`config.mk`:
```
export PLATFORM = sky130hd
export DESIGN_NAME = blk_pack_fifo_flat
export DESIGN_NICKNAME = d
export VERILOG_FILES = /design/src/rtl/aes_fifo_pkg.sv /design/src/rtl/blk_pack_fifo_if.sv /design/src/rtl/sync_blk_fifo.sv /design/src/rtl/blk_pack_fifo.sv /design/src/flat_wrapper.sv
export SDC_FILE = /design/constraint.sdc
export NUM_CORES = 1
export LEC_CHECK = 0
export BUFFER_PORTS_ARGS = -buffer_cell sky130_fd_sc_hd__buf_2
export CAP_MARGIN = 20
export CORE_ASPECT_RATIO = 0.8
export CORE_MARGIN = 1
export CORE_UTILIZATION = 60
export DETAILED_ROUTE_END_ITERATION = 16
export GPL_ROUTABILITY_DRIVEN = 0
export GPL_TIMING_DRIVEN = 0
export PLACE_DENSITY = 0.89
export SLEW_MARGIN = 40
export SYNTH_ARGS = -nofsm -noshare
export SYNTH_HDL_FRONTEND = slang
export SYNTH_SLANG_ARGS = --single-unit
```
`constraint.sdc`:
```
create_clock -name HCLK -period 5.6 [get_ports HCLK]
set_input_delay 1.12 -clock HCLK [delete_from_list [all_inputs] [get_ports HCLK]]
set_output_delay 1.12 -clock HCLK [all_outputs]
set_load 0.01 [all_outputs]
```
`src/rtl/aes_fifo_pkg.sv`:
```
// rtl/aes_fifo_pkg.sv - shared widths, block type and pack-slot helper for blk_pack_fifo
package aes_fifo_pkg;
  localparam int WORD_W        = 32;
  localparam int BLK_W         = 128;
  localparam int WORDS_PER_BLK = 4;

  typedef logic [BLK_W-1:0]  blk_t;
  typedef logic [WORD_W-1:0] word_t;

  typedef enum logic [1:0] {
    FILL0 = 2'd0,
    FILL1 = 2'd1,
    FILL2 = 2'd2,
    FILL3 = 2'd3
  } fill_e;

  // Big-endian placement: the first word of a block lands in the top slot.
  function automatic blk_t pack_word(input blk_t blk, input fill_e slot, input word_t word);
    blk_t r;
    r = blk;
    case (slot)
      FILL0:   r[127:96] = word;
      FILL1:   r[95:64]  = word;
      FILL2:   r[63:32]  = word;
      default: r[31:0]   = word;
    endcase
    return r;
  endfunction
endpackage

```
`src/rtl/blk_pack_fifo_if.sv`:
```
// rtl/blk_pack_fifo_if.sv - word-in / block-out handshake bundle; level signal only with BLK_PACK_LEVEL_EN
interface blk_pack_fifo_if
`ifdef BLK_PACK_LEVEL_EN
  #(parameter int LEVEL_W = 3)
`endif
  ;
  import aes_fifo_pkg::*;

  word_t      word_in;
  logic       word_wr;
  logic       word_rdy;
  logic       flush;
  logic       blk_deq;
  blk_t       blk_out;
  logic       blk_empty;
  logic       blk_full;
  logic [1:0] partial_cnt;
  logic       overflow;
  logic       clear_err;
`ifdef BLK_PACK_LEVEL_EN
  logic [LEVEL_W-1:0] level;

  modport master (
    output word_in, word_wr, flush, blk_deq, clear_err,
    input  word_rdy, blk_out, blk_empty, blk_full, partial_cnt, overflow, level
  );

  modport slave (
    input  word_in, word_wr, flush, blk_deq, clear_err,
    output word_rdy, blk_out, blk_empty, blk_full, partial_cnt, overflow, level
  );
`else
  modport master (
    output word_in, word_wr, flush, blk_deq, clear_err,
    input  word_rdy, blk_out, blk_empty, blk_full, partial_cnt, overflow
  );

  modport slave (
    input  word_in, word_wr, flush, blk_deq, clear_err,
    output word_rdy, blk_out, blk_empty, blk_full, partial_cnt, overflow
  );
`endif
endinterface

```
`src/rtl/sync_blk_fifo.sv`:
```
// rtl/sync_blk_fifo.sv - synchronous block store with show-ahead head, zero when empty
module sync_blk_fifo
  import aes_fifo_pkg::*;
#(
  parameter int DEPTH = 4,
  localparam int AW = $clog2(DEPTH),
  localparam int CW = AW + 1
) (
  input  logic          clk,
  input  logic          rst,
  input  logic          push,
  input  blk_t          push_data,
  input  logic          pop,
  output blk_t          head,
  output logic          empty,
  output logic          full,
  output logic [CW-1:0] count
);
  blk_t          mem [DEPTH];
  logic [AW-1:0] wr_ptr;
  logic [AW-1:0] rd_ptr;
  logic          do_push;
  logic          do_pop;

  assign empty   = (count == '0);
  assign full    = (count == CW'(DEPTH));
  assign do_pop  = pop && !empty;
  // A pop in the same cycle frees the slot a push into a full store needs.
  assign do_push = push && (!full || do_pop);
  assign head    = empty ? '0 : mem[rd_ptr];

  always_ff @(posedge clk) begin
    if (rst) begin
      wr_ptr <= '0;
      rd_ptr <= '0;
      count  <= '0;
    end else begin
      if (do_push) wr_ptr <= wr_ptr + 1'b1;
      if (do_pop)  rd_ptr <= rd_ptr + 1'b1;
      case ({do_push, do_pop})
        2'b10:   count <= count + 1'b1;
        2'b01:   count <= count - 1'b1;
        default: count <= count;
      endcase
    end
  end

  always_ff @(posedge clk) begin
    if (do_push && !rst) mem[wr_ptr] <= push_data;
  end
endmodule

```
`src/rtl/blk_pack_fifo.sv`:
```
// rtl/blk_pack_fifo.sv - packs 32-bit words into 128-bit blocks and queues them; BLK_PACK_LEVEL_EN adds level
module blk_pack_fifo
  import aes_fifo_pkg::*;
#(
  parameter int DEPTH = 4
) (
  input  logic           HCLK,
  input  logic           HRESET,
  blk_pack_fifo_if.slave bus
);
  localparam int CW = $clog2(DEPTH) + 1;

  fill_e         cnt;
  blk_t          pack;
  logic          ovf;
  logic          accept;
  logic          ovf_evt;
  logic          push;
  blk_t          push_blk;
  blk_t          head;
  logic          fifo_empty;
  logic          fifo_full;
  logic [CW-1:0] count;

  // Only the word that completes a block can be refused, and only if no slot frees up this cycle.
  assign bus.word_rdy = !(cnt == FILL3 && fifo_full && !bus.blk_deq);
  assign accept       = bus.word_wr && bus.word_rdy && !bus.flush;
  assign ovf_evt      = bus.word_wr && !bus.word_rdy && !bus.flush;
  assign push_blk     = pack_word(pack, cnt, bus.word_in);
  assign push         = accept && (cnt == FILL3);

  always_ff @(posedge HCLK) begin
    if (HRESET) begin
      cnt  <= FILL0;
      pack <= '0;
      ovf  <= 1'b0;
    end else begin
      ovf <= ovf_evt || (ovf && !bus.clear_err);
      if (bus.flush) begin
        cnt  <= FILL0;
        pack <= '0;
      end else if (accept) begin
        cnt  <= fill_e'(cnt + 2'd1);
        pack <= push_blk;
      end
    end
  end

  sync_blk_fifo #(.DEPTH(DEPTH)) u_store (
    .clk       (HCLK),
    .rst       (HRESET),
    .push      (push),
    .push_data (push_blk),
    .pop       (bus.blk_deq),
    .head      (head),
    .empty     (fifo_empty),
    .full      (fifo_full),
    .count     (count)
  );

  assign bus.blk_out     = head;
  assign bus.blk_empty   = fifo_empty;
  assign bus.blk_full    = fifo_full;
  assign bus.partial_cnt = cnt;
  assign bus.overflow    = ovf;

`ifdef BLK_PACK_LEVEL_EN
  assign bus.level = count;
`else
  logic unused_count;
  assign unused_count = ^count;
`endif
endmodule

```
`src/flat_wrapper.sv`:
```
// flat-port wrapper written by rule: the top's interface ports become plain ports
module blk_pack_fifo_flat import aes_fifo_pkg::*;
#(
  parameter int DEPTH = 4
)
  (HCLK, HRESET, bus_word_in, bus_word_wr, bus_flush, bus_blk_deq, bus_clear_err, bus_word_rdy, bus_blk_out, bus_blk_empty, bus_blk_full, bus_partial_cnt, bus_overflow);
  blk_pack_fifo_if bus_i ();
  input  logic HCLK;
  input  logic HRESET;
  input wire logic [$bits(bus_i.word_in)-1:0] bus_word_in;
  input wire logic [$bits(bus_i.word_wr)-1:0] bus_word_wr;
  input wire logic [$bits(bus_i.flush)-1:0] bus_flush;
  input wire logic [$bits(bus_i.blk_deq)-1:0] bus_blk_deq;
  input wire logic [$bits(bus_i.clear_err)-1:0] bus_clear_err;
  output wire logic [$bits(bus_i.word_rdy)-1:0] bus_word_rdy;
  output wire logic [$bits(bus_i.blk_out)-1:0] bus_blk_out;
  output wire logic [$bits(bus_i.blk_empty)-1:0] bus_blk_empty;
  output wire logic [$bits(bus_i.blk_full)-1:0] bus_blk_full;
  output wire logic [$bits(bus_i.partial_cnt)-1:0] bus_partial_cnt;
  output wire logic [$bits(bus_i.overflow)-1:0] bus_overflow;
  assign bus_i.word_in = bus_word_in;
  assign bus_i.word_wr = bus_word_wr;
  assign bus_i.flush = bus_flush;
  assign bus_i.blk_deq = bus_blk_deq;
  assign bus_i.clear_err = bus_clear_err;
  assign bus_word_rdy = bus_i.word_rdy;
  assign bus_blk_out = bus_i.blk_out;
  assign bus_blk_empty = bus_i.blk_empty;
  assign bus_blk_full = bus_i.blk_full;
  assign bus_partial_cnt = bus_i.partial_cnt;
  assign bus_overflow = bus_i.overflow;
  blk_pack_fifo #(.DEPTH(DEPTH)) u_core (.HCLK(HCLK), .HRESET(HRESET), .bus(bus_i));
endmodule
```
==> impl_metrics.toml <==
[power]
power_mw = 9.48
p_per_area_mw_per_mm2 = 312
p_leak_nw = 10.4
peakVddDrop_mv = 0.294

[sta]
skew_ps = 16.0
hold_viol_final = 0
whs_ps = 455
fmax_mhz = 218
slew_violations = 0
setup_viol = 0
slew-limit-headroom_pct = 40.7
min_period_over_period_pct = 81.8
timing.setup.tns_ps = 0
period_needed_ps = 4580
setup_ws_ps = 1020
rsz0062_at_grt = "no"
tightest_slew_ps = 889

[synthesis]
netlist_instances = 1587
synth.yosys.seq_area_share_pct = 68.6
yosys-mux-area-fraction_pct = 21.2
ys_seq_elements = 652
synth_area_mm2 = 0.0265
yosysWarningCount = 0
synthAdderAreaFrac_pct = 0.548
synth-xor-area-share_pct = 0.132
ys_types = 30
synth_largest_area_cell = "edfxtp_1"
synth.net_count = 1636
synth_top_family_by_area = "multiplexers"
synth_compound_area_share_pct = 0.246
syn_avg_cell_area_um2 = 16.7
synthSimpleGateAreaFrac_pct = 7.29
synth_top_cell_area_share_pct = 58.0
ys_top_cells_by_area = "edfxtp_1 (58%), mux4_2 (11%), dfxtp_1 (11%)"

[floorplanning]
dieHeight_um = 190
io_pins = 172
fp.dieArea_mm2 = 0.0450
row_count = 68
die_w_um = 237
initial_core_util_pct = 61.2
core_mm2 = 0.0433

[clock_tree]
cts_tree = "yes"
post_cts_buffers = 0
clk_latency_ps = 610
cts_sinks = 652
cts_hold_buf = 0
cts_made_buffers = 61
cts-htree-levels = 2
clockBufferDepth = 3
root_buffer = "clkbuf_16"
clkTransAtPathRegs_ps = 60
post_cts_resized = 0

[run]
cap_viol_max_count = 0

[critical_path]
crit_path_cell_trace = "clkbuf_1 > nor3_1 > clkbuf_1 > clkbuf_1 > nor2b_1 > buf_2"
slowest_stage = "clkbuf_1"
reg2reg_slack_ps = 2710
timing.critical_path.mode_cell = "clkbuf_1"
critPathArrivalTime_ps = 3460
start_kind = "flop"
crit_path_max_incr_delay_ps = 690
critPathKind = "flop to output pin"
cp_max_fo = 10
cp.required_ps = 4480
cp-end-kind = "output pin"
ff2ff_path_depth = 7

[detailed_routing]
viasPerCell = 6.20
ant_nets = 0
route.vias.total = 15201
wirelength_mm = 62.9
firstDrtPassIters = 5
wl_per_cell_um = 25.7
first_iter_violations = 1895
drc = 0

[global_route]
grt_max_degree = 36
grt_pass1_wl_mm = 94.1
grt_pass1_vias = 15542
grt-ovfl-total = 0
grt_usage_pct = 28.4
antenna_found_initial = 2

[layout]
diodes = 0
mostFrequentLayoutCell = "edfxtp_1"
final_area_mm2 = 0.0304
fin_nets = 1888
layout_common_cells = "edfxtp_1 (512), nand2_1 (261), buf_2 (187)"
areaGrowthSynthToFinish_pct = 14.7
drive_gt1_share_pct = 30.1

[placed_design]
dp_slack_ps = 1730
dp_hpwl_mm = 41.4
place_area_mm2 = 0.0284
port_buffers = 171

[outcome]
outcome = "complete, no violations"

[worst_hold_path]
hold_depth = 2
holdCritPathClass = "flop to flop"
[power breakdown]
part | switching [mW] | internal, mW | total (mW)
clock | 1.76 | 2.31 | 4.07
combinational | 0.153 | 0.0705 | 0.223
sequential | 0.00385 | 5.18 | 5.19
[per-layer routing]
metal	vias up	GRT usage, %	part of all wire (%)
met4	2	7.87	2.3
met5	-	0	0.021
li1	6436	-	-
met1	7837	39.2	40
met2	812	47.0	49
met3	114	4.98	9.1
[layout make-up]
type / count / area (µm²)
flip-flops and latches: 652 / 18200
fillers: 2655 / 12900
multi-input cells: 825 / 7810
clock buffers: 97 / 1810
repair buffers: 189 / 1210
well taps: 560 / 701
plain buffers: 102 / 485
clock inverters: 18 / 156
inverters: 8 / 30.0
[synthesized netlist by cell type, drive strengths merged]
| master | instances |
|---|---|
| a21oi | 6 |
| and2 | 4 |
| and3 | 1 |
| and3b | 1 |
| buf | 40 |
| clkbuf | 62 |
| dfxtp | 140 |
| edfxtp | 512 |
| fa | 1 |
| ha | 10 |
| inv | 8 |
| mux2 | 128 |
| mux2i | 130 |
| mux4 | 128 |
| nand2 | 261 |
| nand2b | 2 |
| nand3b | 2 |
| nor2 | 8 |
| nor2b | 129 |
| nor3 | 2 |
| nor4b | 1 |
| o21ai | 3 |
| o311ai | 1 |
| o31ai | 1 |
| or3 | 2 |
| xor2 | 4 |
[critical path, delay by kind of cell, from the launching register on]
family	cells	cell delay [ps]
buf+inv	4	1730
simple gates	2	810
flops	1	290
[registers in the layout, indices dropped and copies added (netlist names), named ones only]
register / count
u_core.bus.overflow: 1
u_core.bus.partial_cnt: 2
u_core.pack: 128
u_core.u_store.count: 3
u_core.u_store.mem: 512
u_core.u_store.rd_ptr: 2
u_core.u_store.wr_ptr: 2
[cells by family after synthesis]
| group | after synthesis |
|---|---|
| buffers and inverters | 110 |
| adders and majority gates | 11 |
| AOI/OAI and AO/OA | 11 |
| and+or+nand+nor | 413 |
| xor gates and xnor gates | 4 |
| muxes | 386 |
| DFF | 652 |
[per-stage QoR]
step | utilization (%) | cells
after floorplan | - | 1587
after global placement | 64.8 | 2318
after global routing | 70.2 | 2451
after detailed placement | 65.6 | 2336
final | 70.2 | 2451
after CTS | 70.2 | 2451
[final timing paths]
check,from,end
worst max-delay path,u_core.u_store.count[0],bus_blk_out[82]
worst min-delay path,u_core.pack[72],u_core.pack[72]
worst max register to register,u_core.bus.partial_cnt[1],u_core.u_store.mem[3][24]
worst min register to register,u_core.pack[72],u_core.pack[72]
(Power assumes the default switching activity.)
